===== src/rtl/dtcm_ram_ctrl_pkg.sv =====
// Shared widths, FSM state encoding and small helpers for the DTCM RAM controller.
package dtcm_ram_ctrl_pkg;

    localparam int DTCM_XLEN    = 32;
    localparam int DTCM_PC_SIZE = 32;
    localparam int DTCM_AW      = 14;
    // Wait-state counter width; covers WAIT_CYCLES 0..15.
    localparam int WAIT_W       = 4;

    typedef enum logic [1:0] {
        DTCM_IDLE  = 2'b00,
        DTCM_WAIT  = 2'b01,
        DTCM_ISSUE = 2'b10,
        DTCM_RESP  = 2'b11
    } dtcm_state_e;

    // Counter value loaded at accept: the WAIT state is left once it reaches zero.
    function automatic logic [WAIT_W-1:0] wait_load(input int unsigned wait_cycles);
        if (wait_cycles == 0) begin
            return '0;
        end
        return WAIT_W'(wait_cycles - 1);
    endfunction

endpackage


===== src/rtl/gnrl_dfflr_ar.sv =====
// Load-enabled register with asynchronous active-high reset; every flop of the DTCM controller is built from it.
module gnrl_dfflr_ar #(
    parameter int            DW      = 1,
    parameter logic [DW-1:0] RST_VAL = '0
) (
    input  logic          clk,
    input  logic          rst,
    input  logic          en_i,
    input  logic [DW-1:0] d_i,
    output logic [DW-1:0] q_o
);

    // NOTE: sequential state uses non-blocking assignment so every flop samples pre-edge values, independent of block order.
    always_ff @(posedge clk or posedge rst) begin
        if (rst) begin
            q_o <= RST_VAL;
        end else if (en_i) begin
            q_o <= d_i;
        end
    end

endmodule


===== src/rtl/dtcm_ram_ctrl.sv =====
// Data-RAM controller between the LSU and a single-port synchronous SRAM (1-cycle read latency),
// with optional wait states, out-of-range flagging and a held read-data word.
module dtcm_ram_ctrl
    import dtcm_ram_ctrl_pkg::*;
#(
    parameter int XLEN        = DTCM_XLEN,
    parameter int PC_SIZE     = DTCM_PC_SIZE,
    parameter int AW          = DTCM_AW,
    parameter int WAIT_CYCLES = 0
) (
    input  logic               clk,
    input  logic               rst,

    input  logic               lsu_ram_valid,
    input  logic               lsu_ram_rd,
    input  logic               lsu_ram_wr,
    input  logic [PC_SIZE-1:0] lsu_ram_addr,
    input  logic [XLEN-1:0]    lsu_ram_wdata,
    output logic [XLEN-1:0]    ram_lsu_rdata,
    output logic               ram_lsu_ready,
    output logic               ram_lsu_err,
    output logic               dtcm_busy,

    output logic               sram_ce,
    output logic               sram_we,
    output logic [AW-1:0]      sram_addr,
    output logic [XLEN-1:0]    sram_wdata,
    input  logic [XLEN-1:0]    sram_rdata
);

    localparam logic [WAIT_W-1:0] WAIT_INIT = wait_load(WAIT_CYCLES);

    typedef struct packed {
        logic            op_wr;
        logic            range_err;
        logic [AW-1:0]   addr;
        logic [XLEN-1:0] wdata;
    } cmd_t;

    dtcm_state_e       state_q;
    dtcm_state_e       state_d;
    logic [1:0]        state_bits_q;
    logic [WAIT_W-1:0] cnt_q;
    logic [WAIT_W-1:0] cnt_d;
    logic              cnt_en;
    cmd_t              cmd_q;
    cmd_t              cmd_d;
    logic [XLEN-1:0]   rdata_q;
    logic [XLEN-1:0]   rdata_d;
    logic              accept;
    logic              range_err_in;
    logic              rd_resp;

    generate
        if (PC_SIZE > AW) begin : g_range
            assign range_err_in = |lsu_ram_addr[PC_SIZE-1:AW];
        end else begin : g_no_range
            assign range_err_in = 1'b0;
        end
    endgenerate

    assign accept = (state_q == DTCM_IDLE) & lsu_ram_valid & (lsu_ram_rd | lsu_ram_wr);

    // Write wins when both rd and wr are raised together.
    assign cmd_d.op_wr     = lsu_ram_wr;
    assign cmd_d.range_err = range_err_in;
    assign cmd_d.addr      = lsu_ram_addr[AW-1:0];
    assign cmd_d.wdata     = lsu_ram_wdata;

    always_comb begin
        // NOTE: every signal written here gets a default first, so no path can leave it unassigned and infer a latch.
        state_d = state_q;
        cnt_d   = cnt_q;
        cnt_en  = 1'b0;
        unique case (state_q)
            DTCM_IDLE: begin
                if (accept) begin
                    cnt_d  = WAIT_INIT;
                    cnt_en = 1'b1;
                    if (range_err_in) begin
                        state_d = DTCM_RESP;
                    end else if (WAIT_CYCLES > 0) begin
                        state_d = DTCM_WAIT;
                    end else begin
                        state_d = DTCM_ISSUE;
                    end
                end
            end
            DTCM_WAIT: begin
                if (cnt_q == '0) begin
                    state_d = DTCM_ISSUE;
                end else begin
                    cnt_d  = cnt_q - WAIT_W'(1);
                    cnt_en = 1'b1;
                end
            end
            DTCM_ISSUE: state_d = DTCM_RESP;
            DTCM_RESP:  state_d = DTCM_IDLE;
            default:    state_d = DTCM_IDLE;
        endcase
    end

    gnrl_dfflr_ar #(
        .DW      (2),
        .RST_VAL (DTCM_IDLE)
    ) u_state_reg (
        .clk  (clk),
        .rst  (rst),
        .en_i (1'b1),
        .d_i  (state_d),
        .q_o  (state_bits_q)
    );

    assign state_q = dtcm_state_e'(state_bits_q);

    gnrl_dfflr_ar #(
        .DW (WAIT_W)
    ) u_cnt_reg (
        .clk  (clk),
        .rst  (rst),
        .en_i (cnt_en),
        .d_i  (cnt_d),
        .q_o  (cnt_q)
    );

    gnrl_dfflr_ar #(
        .DW ($bits(cmd_t))
    ) u_cmd_reg (
        .clk  (clk),
        .rst  (rst),
        .en_i (accept),
        .d_i  (cmd_d),
        .q_o  (cmd_q)
    );

    // Read response: SRAM data is bypassed straight out and captured so it stays
    // stable through LSU writeback and a following store-merge write.
    assign rd_resp = (state_q == DTCM_RESP) & ~cmd_q.op_wr;
    assign rdata_d = cmd_q.range_err ? '0 : sram_rdata;

    gnrl_dfflr_ar #(
        .DW (XLEN)
    ) u_rdata_reg (
        .clk  (clk),
        .rst  (rst),
        .en_i (rd_resp),
        .d_i  (rdata_d),
        .q_o  (rdata_q)
    );

    assign ram_lsu_rdata = rd_resp ? rdata_d : rdata_q;
    assign ram_lsu_ready = (state_q == DTCM_RESP);
    assign ram_lsu_err   = ram_lsu_ready & cmd_q.range_err;
    assign dtcm_busy     = (state_q != DTCM_IDLE);

    // Out-of-range commands skip ISSUE, so the SRAM is never enabled for them.
    assign sram_ce    = (state_q == DTCM_ISSUE);
    assign sram_we    = sram_ce & cmd_q.op_wr;
    assign sram_addr  = cmd_q.addr;
    assign sram_wdata = cmd_q.wdata;

endmodule


===== config.mk =====
export PLATFORM = sky130hd
export DESIGN_NAME = dtcm_ram_ctrl
export DESIGN_NICKNAME = d
export VERILOG_FILES = /design/src/rtl/dtcm_ram_ctrl_pkg.sv /design/src/rtl/gnrl_dfflr_ar.sv /design/src/rtl/dtcm_ram_ctrl.sv
export SDC_FILE = /design/constraint.sdc
export NUM_CORES = 1
export LEC_CHECK = 0
export BUFFER_PORTS_ARGS = -buffer_cell sky130_fd_sc_hd__buf_2
export CAP_MARGIN = 5
export CORE_UTILIZATION = 40
export CTS_CLUSTER_SIZE = 25
export DETAILED_ROUTE_END_ITERATION = 16
export PLACE_DENSITY_LB_ADDON = 0.05
export SYNTH_ARGS = -nofsm -noshare
export SYNTH_HDL_FRONTEND = slang
export SYNTH_SLANG_ARGS = --single-unit

===== constraint.sdc =====
create_clock -name clk -period 4.83 [get_ports clk]
set_clock_uncertainty 0.1 [all_clocks]
set_input_delay 0.7245 -clock clk [delete_from_list [all_inputs] [get_ports clk]]
set_output_delay 0.7245 -clock clk [all_outputs]
set_load 0.005 [all_outputs]

# Yosys cells after proc, flatten, opt, wreduce, memory -nomap -nowiden
# Cells that the tools add are included.
[classes] n_shift=0 eq_ne=6 div_mod_pow=0 magnitude_cmp=0 n_reduce_logical=7 n_mux=12 add_sub_neg=1 multipliers=0 bitwise_logic=7
[ops] cell="32-bit two-way mux" count=2
[ops] cell="18-bit OR reduction" count=1
[ops] cell="4-bit two-way mux" count=2
[ops] cell="2-bit case mux with 4 select lines" count=1
[ops] cell="4-bit case mux with 2 select lines" count=1
[ops] cell="2-bit != test (second input constant)" count=3
[ops] cell="1-bit bitwise AND" count=5
[ops] cell="2-bit equality test (second input constant)" count=2
[ops] cell="4-bit logical NOT" count=1
[ops] cell="2-bit two-way mux" count=2
[ops] cell="4-bit AND reduction" count=1
[ops] cell="2-bit nonzero test" count=2
[ops] cell="4-bit by 1-bit subtractor with 4-bit output (second input constant)" count=1
[ops] cell="1-bit two-way mux" count=3
[ops] cell="2-bit by 1-bit equality test with 1-bit output (second input constant)" count=1
[ops] cell="2-bit logical NOT" count=1
[ops] cell="1-bit case mux with 2 select lines" count=1
[ops] cell="2-bit AND reduction" count=1
[ops] cell="1-bit NOT" count=1
[ops] cell="1-bit bitwise OR" count=1
[totals] latchBits=0 output_inout_bits=83 romBits=0 mem_bits_rw=0 mem_count=0 reg_bits=86

# Logic depth before layout (Yosys ltp)
# Gate-level depths: netlist of the first run.
[logic_depth] ltp_word=6 mapped_depth=6 depth_no_buf=5

# Cells and area by module
# A second synthesis of the first run with hierarchy kept.
[hier_totals] cells_unflattened=295 area_unflattened_um2=4266.6
[by_module_without_submodules] mod="gnrl_dfflr_ar (u_cmd_reg)" cells_per_inst=102 seq_area_each_um2=1201.2 area_each_um2=1864.3 instances=1
[by_module_without_submodules] mod="gnrl_dfflr_ar (u_rdata_reg)" cells_per_inst=69 seq_area_each_um2=800.8 area_each_um2=1348.8 instances=1
[by_module_without_submodules] mod="dtcm_ram_ctrl" cells_per_inst=110 seq_area_each_um2=0.0 area_each_um2=828.3 instances=1
[by_module_without_submodules] mod="gnrl_dfflr_ar (u_cnt_reg)" cells_per_inst=9 seq_area_each_um2=100.1 area_each_um2=148.9 instances=1
[by_module_without_submodules] mod="gnrl_dfflr_ar (u_state_reg)" cells_per_inst=5 seq_area_each_um2=50.0 area_each_um2=76.3 instances=1

# Least setup slack after synthesis of the first run
# OpenSTA, ideal clock, no wires.
[synth_timing] path_kind="reg2out" start="register u_state_reg.q_o[0]" end="output ram_lsu_rdata[25]" path_stages_with_launch=5 t_arrival_ns=1.103 setup_slack_ns=2.903 n_path_buf=1 cell_sequence="dfrtp_1 > nand3b_1 > clkbuf_1 > nand2_1 > o21ai_1"
[synth_between] elab_chain_cells=3
[synth_lines] element="start: declaration" line="gnrl_dfflr_ar.sv:10" source="output logic [DW-1:0] q_o"
[synth_lines] element="start signal: assignment" line="gnrl_dfflr_ar.sv:18" source="q_o <= d_i;"
[synth_lines] element="2-bit equality test" line="dtcm_ram_ctrl.sv:138" source="assign rd_resp = (state_q == DTCM_RESP) & ~cmd_q.op_wr;"
[synth_lines] element="1-bit bitwise AND" line="dtcm_ram_ctrl.sv:138"
[synth_lines] element="32-bit two-way mux" line="dtcm_ram_ctrl.sv:151" source="assign ram_lsu_rdata = rd_resp ? rdata_d : rdata_q;"
[synth_lines] element="end: declaration" line="dtcm_ram_ctrl.sv:19" source="output logic [XLEN-1:0] ram_lsu_rdata,"
# Every way passes these cells.

# Worst setup path after layout of the first run
[layout_timing] start="register u_state_reg.q_o[1]" end="output ram_lsu_rdata[6]"
# The elaborated chain is that of the path after synthesis.

==> results.json, run 1 <==
{
  "rows": 35,
  "synth_top_area_share_pct": 55.7,
  "peakVddDrop_v": 0.000208,
  "synth_seq_area_share_pct": 55.7,
  "synth_cell_types": 32,
  "start_util_pct": 41.6,
  "p_clk_share_pct": 18.5,
  "cp_max_fo": 64,
  "die_h_um": 100,
  "grt_pass1_wl_um": 12400,
  "clkTransAtPathRegs_ps": 90,
  "die-area_um2": 10100,
  "worstMarginPinSlew_ps": 1120,
  "viasPerCell": 4.54,
  "p_seq_share_pct": 44.1,
  "cts_buffer_depth": 2,
  "fin_crit_sh_pct": 53.9,
  "avgSynthCellArea_um2": 11.6,
  "drtIter0Drc": 63,
  "wl_um": 7880,
  "p_per_area_nw_per_um2": 589,
  "post_cts_buffers": 0,
  "ys_seq_elements": 86,
  "core_area_um2": 9280,
  "grt_start_max_net_pins": 65,
  "cts-resized-gates": 0,
  "numCtsBuffers": 9,
  "clock_tree.root_cell": "clkbuf_8",
  "syn-cell-area_um2": 3860,
  "maxSlewViolCount": 0,
  "numPortBuffers": 183,
  "drive_above_1_share_pct": 53.3,
  "numClockSinks": 86,
  "final_cells": 602,
  "ys_warn_count": 0,
  "diodes": 0,
  "ant_nets": 0,
  "layout_setup_ws_ps": 2230,
  "clock_latency_ps": 350,
  "net-switching-power_uw": 920,
  "hold_viol": 0,
  "drc": 0,
  "dr_total_vias": 2734,
  "setup_violations": 0,
  "critPathKind": "flop to primary output",
  "grt_pass1_vias": 2630,
  "drv_cap": 0,
  "dpl.hpwl_um": 5700,
  "tns_ps": 0,
  "grt_use_total_pct": 16.2,
  "grt_setup_unrepaired": "no",
  "power.leakage_uw": 0.00237,
  "hold_buffers": 0,
  "r2r_setup_slack_ps": 2350,
  "synth_cells": 332,
  "synth_fp_nets": 434,
  "grt_antenna_before_repair": 0,
  "r2r_cells": 5,
  "fin_nets": 570,
  "yosysTopAreaCell": "dfrtp_1",
  "max_slew_margin_pct": 25.1,
  "cts_tree": "built",
  "synth_area_leaders": "dfrtp_1, mux2_2, buf_4, nand2b_1, o21ai_0",
  "dr.pass1.iters": 4,
  "fmax_mhz": 384,
  "layout_min_cycle_time_ps": 2600,
  "comb_power_share_pct": 37.4,
  "arrival_ps": 1780,
  "hold_class": "flop to flop",
  "p_sw_share_pct": 32.9,
  "hold_path_depth": 1,
  "io_pins": 184,
  "cp-end-kind": "primary output",
  "status": "finished clean",
  "place_inst": 586,
  "dp_slack_ps": 2000,
  "intPower_uw": 1880,
  "final_common_cell": "buf_2",
  "post_drt_wl_per_cell_um": 13.1,
  "die_x_um": 100,
  "grt_overflow": 0,
  "gp_congestion": 0.714,
  "htree_levels": 3,
  "most-common-layout-cells": "buf_2, dfrtp_1, mux2_2, nand2_1, o21ai_0",
  "critPathLaunchType": "flop",
  "required_ps": 4010,
  "syn2layout_area_growth_pct": 22.8
}
-- worst max-delay path, stage by stage (launching register included) --
cell and delay (ps):
dfrtp_1 450, nand3b_1 110, buf_4 450, o21ai_0 230, buf_2 180
-- power groups by stage --
stage	clock network (µW)	registers [µW]	logic (µW)
global placement	0	1240	1050
global route	572	1280	1170
detailed placement	0	1250	1070
floorplan	0	1210	870
finish	518	1230	1040
CTS	541	1240	1070
-- registers in the layout (all words and copies together) (netlist names) --
signal,count
u_cmd_reg.q_o,48
u_rdata_reg.q_o,32
u_cnt_reg.q_o,4
u_state_reg.q_o,2
-- synth_stat cells --
cell type,n
a21oi_1,2
a221oi_1,1
a22o_1,1
a31oi_1,1
and2_1,2
and3_1,2
buf_2,3
buf_4,46
buf_6,3
clkbuf_1,9
dfrtp_1,86
ha_1,1
inv_1,4
inv_2,1
mux2_1,2
mux2_2,45
mux2_4,1
mux2i_1,2
nand2_1,33
nand2b_1,32
nand3_1,2
nand3b_1,1
nor2_2,2
nor2b_1,2
nor3_1,4
o211ai_1,1
o21a_1,1
o21ai_0,33
o21ai_1,3
o311ai_1,1
or3b_1,1
or4_1,4
-- per-stage QoR --
stage | hold slack (ps) | area [µm²] | util (%) | power, µW
after floorplan | 332 | 3860 | - | 2080
after global placement | 364 | 4540 | 48.9 | 2290
after detailed placement | 363 | 4540 | 48.9 | 2320
after CTS | 375 | 4740 | 51.1 | 2850
after global routing | 399 | 4740 | 51.1 | 3030
final | 372 | 4740 | 51.1 | 2800
-- cell families (layout without fill, tap and decap cells) --
kind of cell	after synthesis	in the layout	synth area share, %
mux	50	50	14.6
fa+ha+maj	1	1	0.324
flops	86	86	55.7
buf+inv	66	207	11.6
compound gates	44	44	6.15
simple gates	85	85	11.7
-- worst paths after layout --
check | from | to
max reg2reg | u_state_reg.q_o[1] | u_cmd_reg.q_o[40]
max | u_state_reg.q_o[1] | ram_lsu_rdata[6]
max in group asynchronous | rst | u_cnt_reg.q_o[0]
min reg2reg | u_cnt_reg.q_o[3] | u_cnt_reg.q_o[3]
min in group asynchronous | rst | u_cmd_reg.q_o[31]
min | u_cnt_reg.q_o[3] | u_cnt_reg.q_o[3]
-- per-layer routing --
| layer | global-route usage, % | routed length [µm] | vias to the layer above |
|---|---|---|---|
| met1 | 19.4 | 3340 | 1274 |
| met5 | 0 | 0 | - |
| met3 | 4.67 | 588 | 10 |
| met2 | 27.0 | 3840 | 109 |
| met4 | 7.36 | 117 | 0 |
| li1 | - | - | 1341 |
-- final cells by class --
type                    instances  area [µm²]
multi-input cells             180        1270
clock buffers                   9         124
well taps                     129         161
inverters                       5        20.0
clock inverters                 7        78.8
repair buffers                186         938
fillers                       919        4540
flip-flops and latches         86        2150
No activity file was read; power rests on OpenSTA's default activity.
==> run 2, diff against run 1 <==
Clock period 4.83 ns to 2.5 ns, I/O delays scaled along.
==> run 2 against run 1 <==
Against the previous run: critical path depth fell by 1; sequential share of layout area fell by 0.20 points; via count rose by 0.22%; critical path type unchanged; power rose by 91%; wire length fell by 1.6%; combinational power rose by 97%.
==> results.json, run 2 (synthesis results as in run 1) <==
{
  "status": "finished clean",
  "clock_latency_ps": 350,
  "tns_ps": 0,
  "grt_overflow": 0,
  "dp_slack_ps": 599,
  "hold_slack_ps": 136,
  "top_register": "u_cmd_reg.q_o",
  "drc": 0,
  "ant_nets": 0,
  "critPathLaunchType": "flop",
  "critical_path_buf_inv_count": 1,
  "required_ps": 2030,
  "power.leakage_uw": 0.00237,
  "crit_family": "flip-flops",
  "clkTransAtPathRegs_ps": 90,
  "fin_crit_sh_pct": 90.1,
  "dr.pass1.iters": 4,
  "post_drt_wl_per_cell_um": 12.8,
  "reg_top3": "u_cmd_reg.q_o: 48 flops, u_rdata_reg.q_o: 32 flops, u_cnt_reg.q_o: 4 flops",
  "syn2layout_area_growth_pct": 23.3,
  "dpl.hpwl_um": 5590,
  "die_x_um": 100,
  "setup_violations": 0,
  "p_per_area_nw_per_um2": 1120,
  "gp_congestion": 0.777,
  "hold_class": "primary input to flop",
  "drv_cap": 0,
  "viasPerCell": 4.53,
  "maxSlewViolCount": 0,
  "largest_reg_flops": 48,
  "max_slew_margin_pct": 45.9,
  "final_common_cell": "buf_2",
  "grt_use_total_pct": 16.0,
  "slowest_stage": "dfrtp_1",
  "core_area_um2": 9280,
  "grt_antenna_before_repair": 0,
  "diodes": 0,
  "numCtsBuffers": 9,
  "most-common-layout-cells": "buf_2, dfrtp_1, mux2_2, nand2_1, o21ai_0",
  "dr_total_vias": 2740,
  "grt_setup_unrepaired": "no",
  "layout_setup_ws_ps": 247,
  "arrival_ps": 1780,
  "rows": 35,
  "r2r_setup_slack_ps": 620,
  "cp_max_fo": 34,
  "fin_nets": 573,
  "io_pins": 184,
  "grt_pass1_wl_um": 12500,
  "grt_pass1_vias": 2643,
  "numClockSinks": 86,
  "peakVddDrop_v": 0.000610,
  "grt_start_max_net_pins": 65,
  "die-area_um2": 10100,
  "cp-end-kind": "primary output",
  "hold_viol": 0,
  "max_stage_delay_ps": 690,
  "numPortBuffers": 183,
  "htree_levels": 3,
  "crit_path_cell_trace": "nand2b_1 > o21ai_0 > buf_2",
  "clock_tree.root_cell": "clkbuf_8",
  "worstMarginPinSlew_ps": 812,
  "critPathKind": "flop to primary output",
  "cts_buffer_depth": 2,
  "cts_tree": "built",
  "start_util_pct": 41.6,
  "drive_above_1_share_pct": 53.4,
  "fmax_mhz": 444,
  "wl_um": 7760,
  "layout_min_cycle_time_ps": 2250,
  "drtIter0Drc": 65,
  "die_h_um": 100
}
[run 2: per-stage QoR]
step           area (µm²)  total power (µW)  util, %  std cells
5_1_grt              4770              5790     51.3        605
3_3_place_gp         4570              4450     49.2        588
6_report             4770              5330     51.3        605
3_5_place_dp         4570              4510     49.2        588
4_1_cts              4770              5440     51.3        605
2_1_floorplan        3870              4010        -        332
[run 2: power breakdown]
part,switching [µW],internal [µW]
clock,511,393
combinational,957,1090
sequential,296,2080
[run 2: repair_timing]
| action | CTS | global route |
|---|---|---|
| hold endpoints to repair | 13 | 0 |
| gates resized for setup | 0 | 0 |
| hold buffers | 1 | 0 |
| buffers inserted | 0 | 0 |
[run 2: final cells by class]
class / instances / area, µm²
Clock inverter: 6 / 46.3
Inverter: 5 / 22.5
Sequential cell: 86 / 2150
Fill cell: 900 / 4520
Timing Repair Buffer: 189 / 976
Clock buffer: 10 / 138
Multi-Input combinational cell: 180 / 1270
Tap cell: 129 / 161
[run 2: path summary, 6_finish.rpt]
| path | startpoint | endpoint | cells after the start |
|---|---|---|---|
| min | lsu_ram_wdata[18] | u_cmd_reg.q_o[18] | 2 |
| max in group asynchronous | rst | u_state_reg.q_o[1] | 4 |
| max reg2reg | u_cnt_reg.q_o[0] | u_cnt_reg.q_o[1] | 5 |
| max | u_cmd_reg.q_o[46] | ram_lsu_rdata[4] | 3 |
| min in group asynchronous | rst | u_cmd_reg.q_o[33] | 3 |
| min reg2reg | u_cnt_reg.q_o[3] | u_cnt_reg.q_o[3] | 1 |
[run 2: metal layers]
metal	routed length [µm]	up-vias	GRT usage [%]
li1	-	1346	-
met5	0	-	0
met3	636	5	6.13
met4	56	0	4.35
met2	3670	118	26.7
met1	3400	1271	19.4
==> run 3, diff against run 2 <==
Settings changed: GPL_TIMING_DRIVEN set to 0.
==> run 3 against run 2 <==
Against the previous run: wire length grew 9.5%; hold slack gained 0.95 ps; via count grew 8.7%; utilization grew 4.6 points; register-to-register slack is essentially flat; fmax shrank 2.7%; largest power group is now combinational logic.
==> results.json, run 3 (synthesis results as in run 1) <==
{
  "status": "finished clean",
  "hold_slack_ps": 137,
  "diodes": 0,
  "cp_max_fo": 10,
  "die-area_um2": 10100,
  "dr_total_vias": 2978,
  "hold_start": "lsu_ram_wdata[18]",
  "p_seq_share_pct": 40.1,
  "hold_class": "primary input to flop",
  "grt_antenna_before_repair": 0,
  "power.leakage_uw": 0.00264,
  "reg2reg_from": "u_cnt_reg.q_o[0]",
  "drtIter0Drc": 38,
  "final_cells": 663,
  "grt_start_max_net_pins": 42,
  "cts_tree": "built",
  "layout_min_cycle_time_ps": 2320,
  "grt_pass1_vias": 3057,
  "start_util_pct": 41.6,
  "r2r_cells": 6,
  "cp-end-kind": "primary output",
  "critPathKind": "flop to primary output",
  "intPower_uw": 4110,
  "htree_levels": 3,
  "fmax_mhz": 432,
  "fin_crit_sh_pct": 92.6,
  "maxSlewViolCount": 0,
  "comb_power_share_pct": 43.9,
  "grt_setup_unrepaired": "no",
  "drc": 0,
  "setup_violations": 0,
  "max_slew_margin_pct": 70.6,
  "grt_pass1_wl_um": 13900,
  "drive_above_1_share_pct": 57.1,
  "n_fill_cell": 886,
  "syn2layout_area_growth_pct": 34.5,
  "wl_um": 8500,
  "viasPerCell": 4.49,
  "dpl.hpwl_um": 6330,
  "worstMarginPinSlew_ps": 440,
  "arrival_ps": 1840,
  "reg_top3": "u_cmd_reg.q_o: 48 flops, u_rdata_reg.q_o: 32 flops, u_cnt_reg.q_o: 4 flops",
  "critPathLaunchType": "flop",
  "numPortBuffers": 183,
  "p_sw_share_pct": 31.0,
  "post_drt_wl_per_cell_um": 12.8,
  "p_clk_share_pct": 16.0,
  "die_x_um": 100,
  "peakVddDrop_v": 0.000524,
  "ant_nets": 0,
  "r2r_setup_slack_ps": 630,
  "core_area_um2": 9280,
  "io_pins": 184,
  "place_inst": 646,
  "hold_path_depth": 2,
  "p_per_area_nw_per_um2": 1150,
  "largest_reg_flops": 48,
  "hold_viol": 0,
  "top_register": "u_cmd_reg.q_o",
  "fin_nets": 632,
  "clock_latency_ps": 340,
  "numClockSinks": 86,
  "startpoint": "u_cmd_reg.q_o[47]",
  "die_h_um": 100,
  "numCtsBuffers": 9,
  "drv_cap": 0,
  "required_ps": 2030,
  "gp_congestion": 0.765,
  "tns_ps": 0,
  "cts_buffer_depth": 2,
  "clock_tree.root_cell": "clkbuf_8",
  "clkTransAtPathRegs_ps": 90,
  "final_common_cell": "buf_2",
  "net-switching-power_uw": 1850,
  "most-common-layout-cells": "buf_2, dfrtp_1, buf_4, mux2_2, nand2_1",
  "grt_overflow": 0,
  "dr.pass1.iters": 4,
  "rows": 35,
  "grt_use_total_pct": 17.8
}
[run 3: cell count changes in the layout (fill, tap and decap cells not counted), sizes merged]
cell      change
buf          +50
inv           -1
clkbuf       +10
bufinv        +1
clkinv        -1
clkinvlp      -1
[run 3: final timing paths]
path / end
worst max-delay path: ram_lsu_rdata[8]
worst max register to register: u_cnt_reg.q_o[1]
max in group asynchronous: u_rdata_reg.q_o[0]
worst min register to register: u_cnt_reg.q_o[3]
min in group asynchronous: u_cmd_reg.q_o[27]
worst min-delay path: u_cmd_reg.q_o[18]
[run 3: worst max-delay path, stage by stage (launching register included)]
cell and delay (ps):
dfrtp_1 410, nand3b_1 160, buf_4 170, clkbuf_1 200
o21ai_0 370, buf_2 180
[run 3: what timing repair did]
item / CTS / global route
buffers inserted: 0 / 1
resized for setup: 0 / 7
endpoints found under the hold margin: 5 / 0
setup endpoints to repair: 0 / 29
hold buffers: 1 / 0
[run 3: metal layers]
metal	up-vias	track usage (%)	part of all wire, %
met2	110	29.9	48
li1	1463	-	-
met1	1399	21.8	44
met4	0	5.69	1.0
met5	-	0	0
met3	6	5.36	7.7
[run 3: power by group through the flow]
stage / combinational, µW / sequential (µW) / clock [µW]
floorplan: 1680 / 2330 / 0
global placement: 2590 / 2390 / 0
detailed placement: 2640 / 2430 / 0
CTS: 2650 / 2400 / 998
global route: 2930 / 2490 / 1060
finish: 2620 / 2390 / 952
[run 3: layout make-up]
type                    count  area (µm²)  area share (%)
well taps                 129         161            3.11
repair buffers            187         973            18.7
plain buffers              61         432            8.31
clock buffers              11         141            2.72
clock inverters             4        47.5           0.915
inverters                   5        22.5           0.434
flip-flops and latches     86        2150            41.4
multi-input cells         180        1260            24.3
[run 3: stage by stage]
stage	area (µm²)	worst slack [ps]	util (%)	total power, µW
4_1_cts	5180	76.0	55.8	6050
3_3_place_gp	4940	372	53.3	4980
5_1_grt	5190	63.1	56.0	6480
2_1_floorplan	3870	736	-	4010
3_5_place_dp	4980	487	53.7	5070
6_report	5190	184	56.0	5970
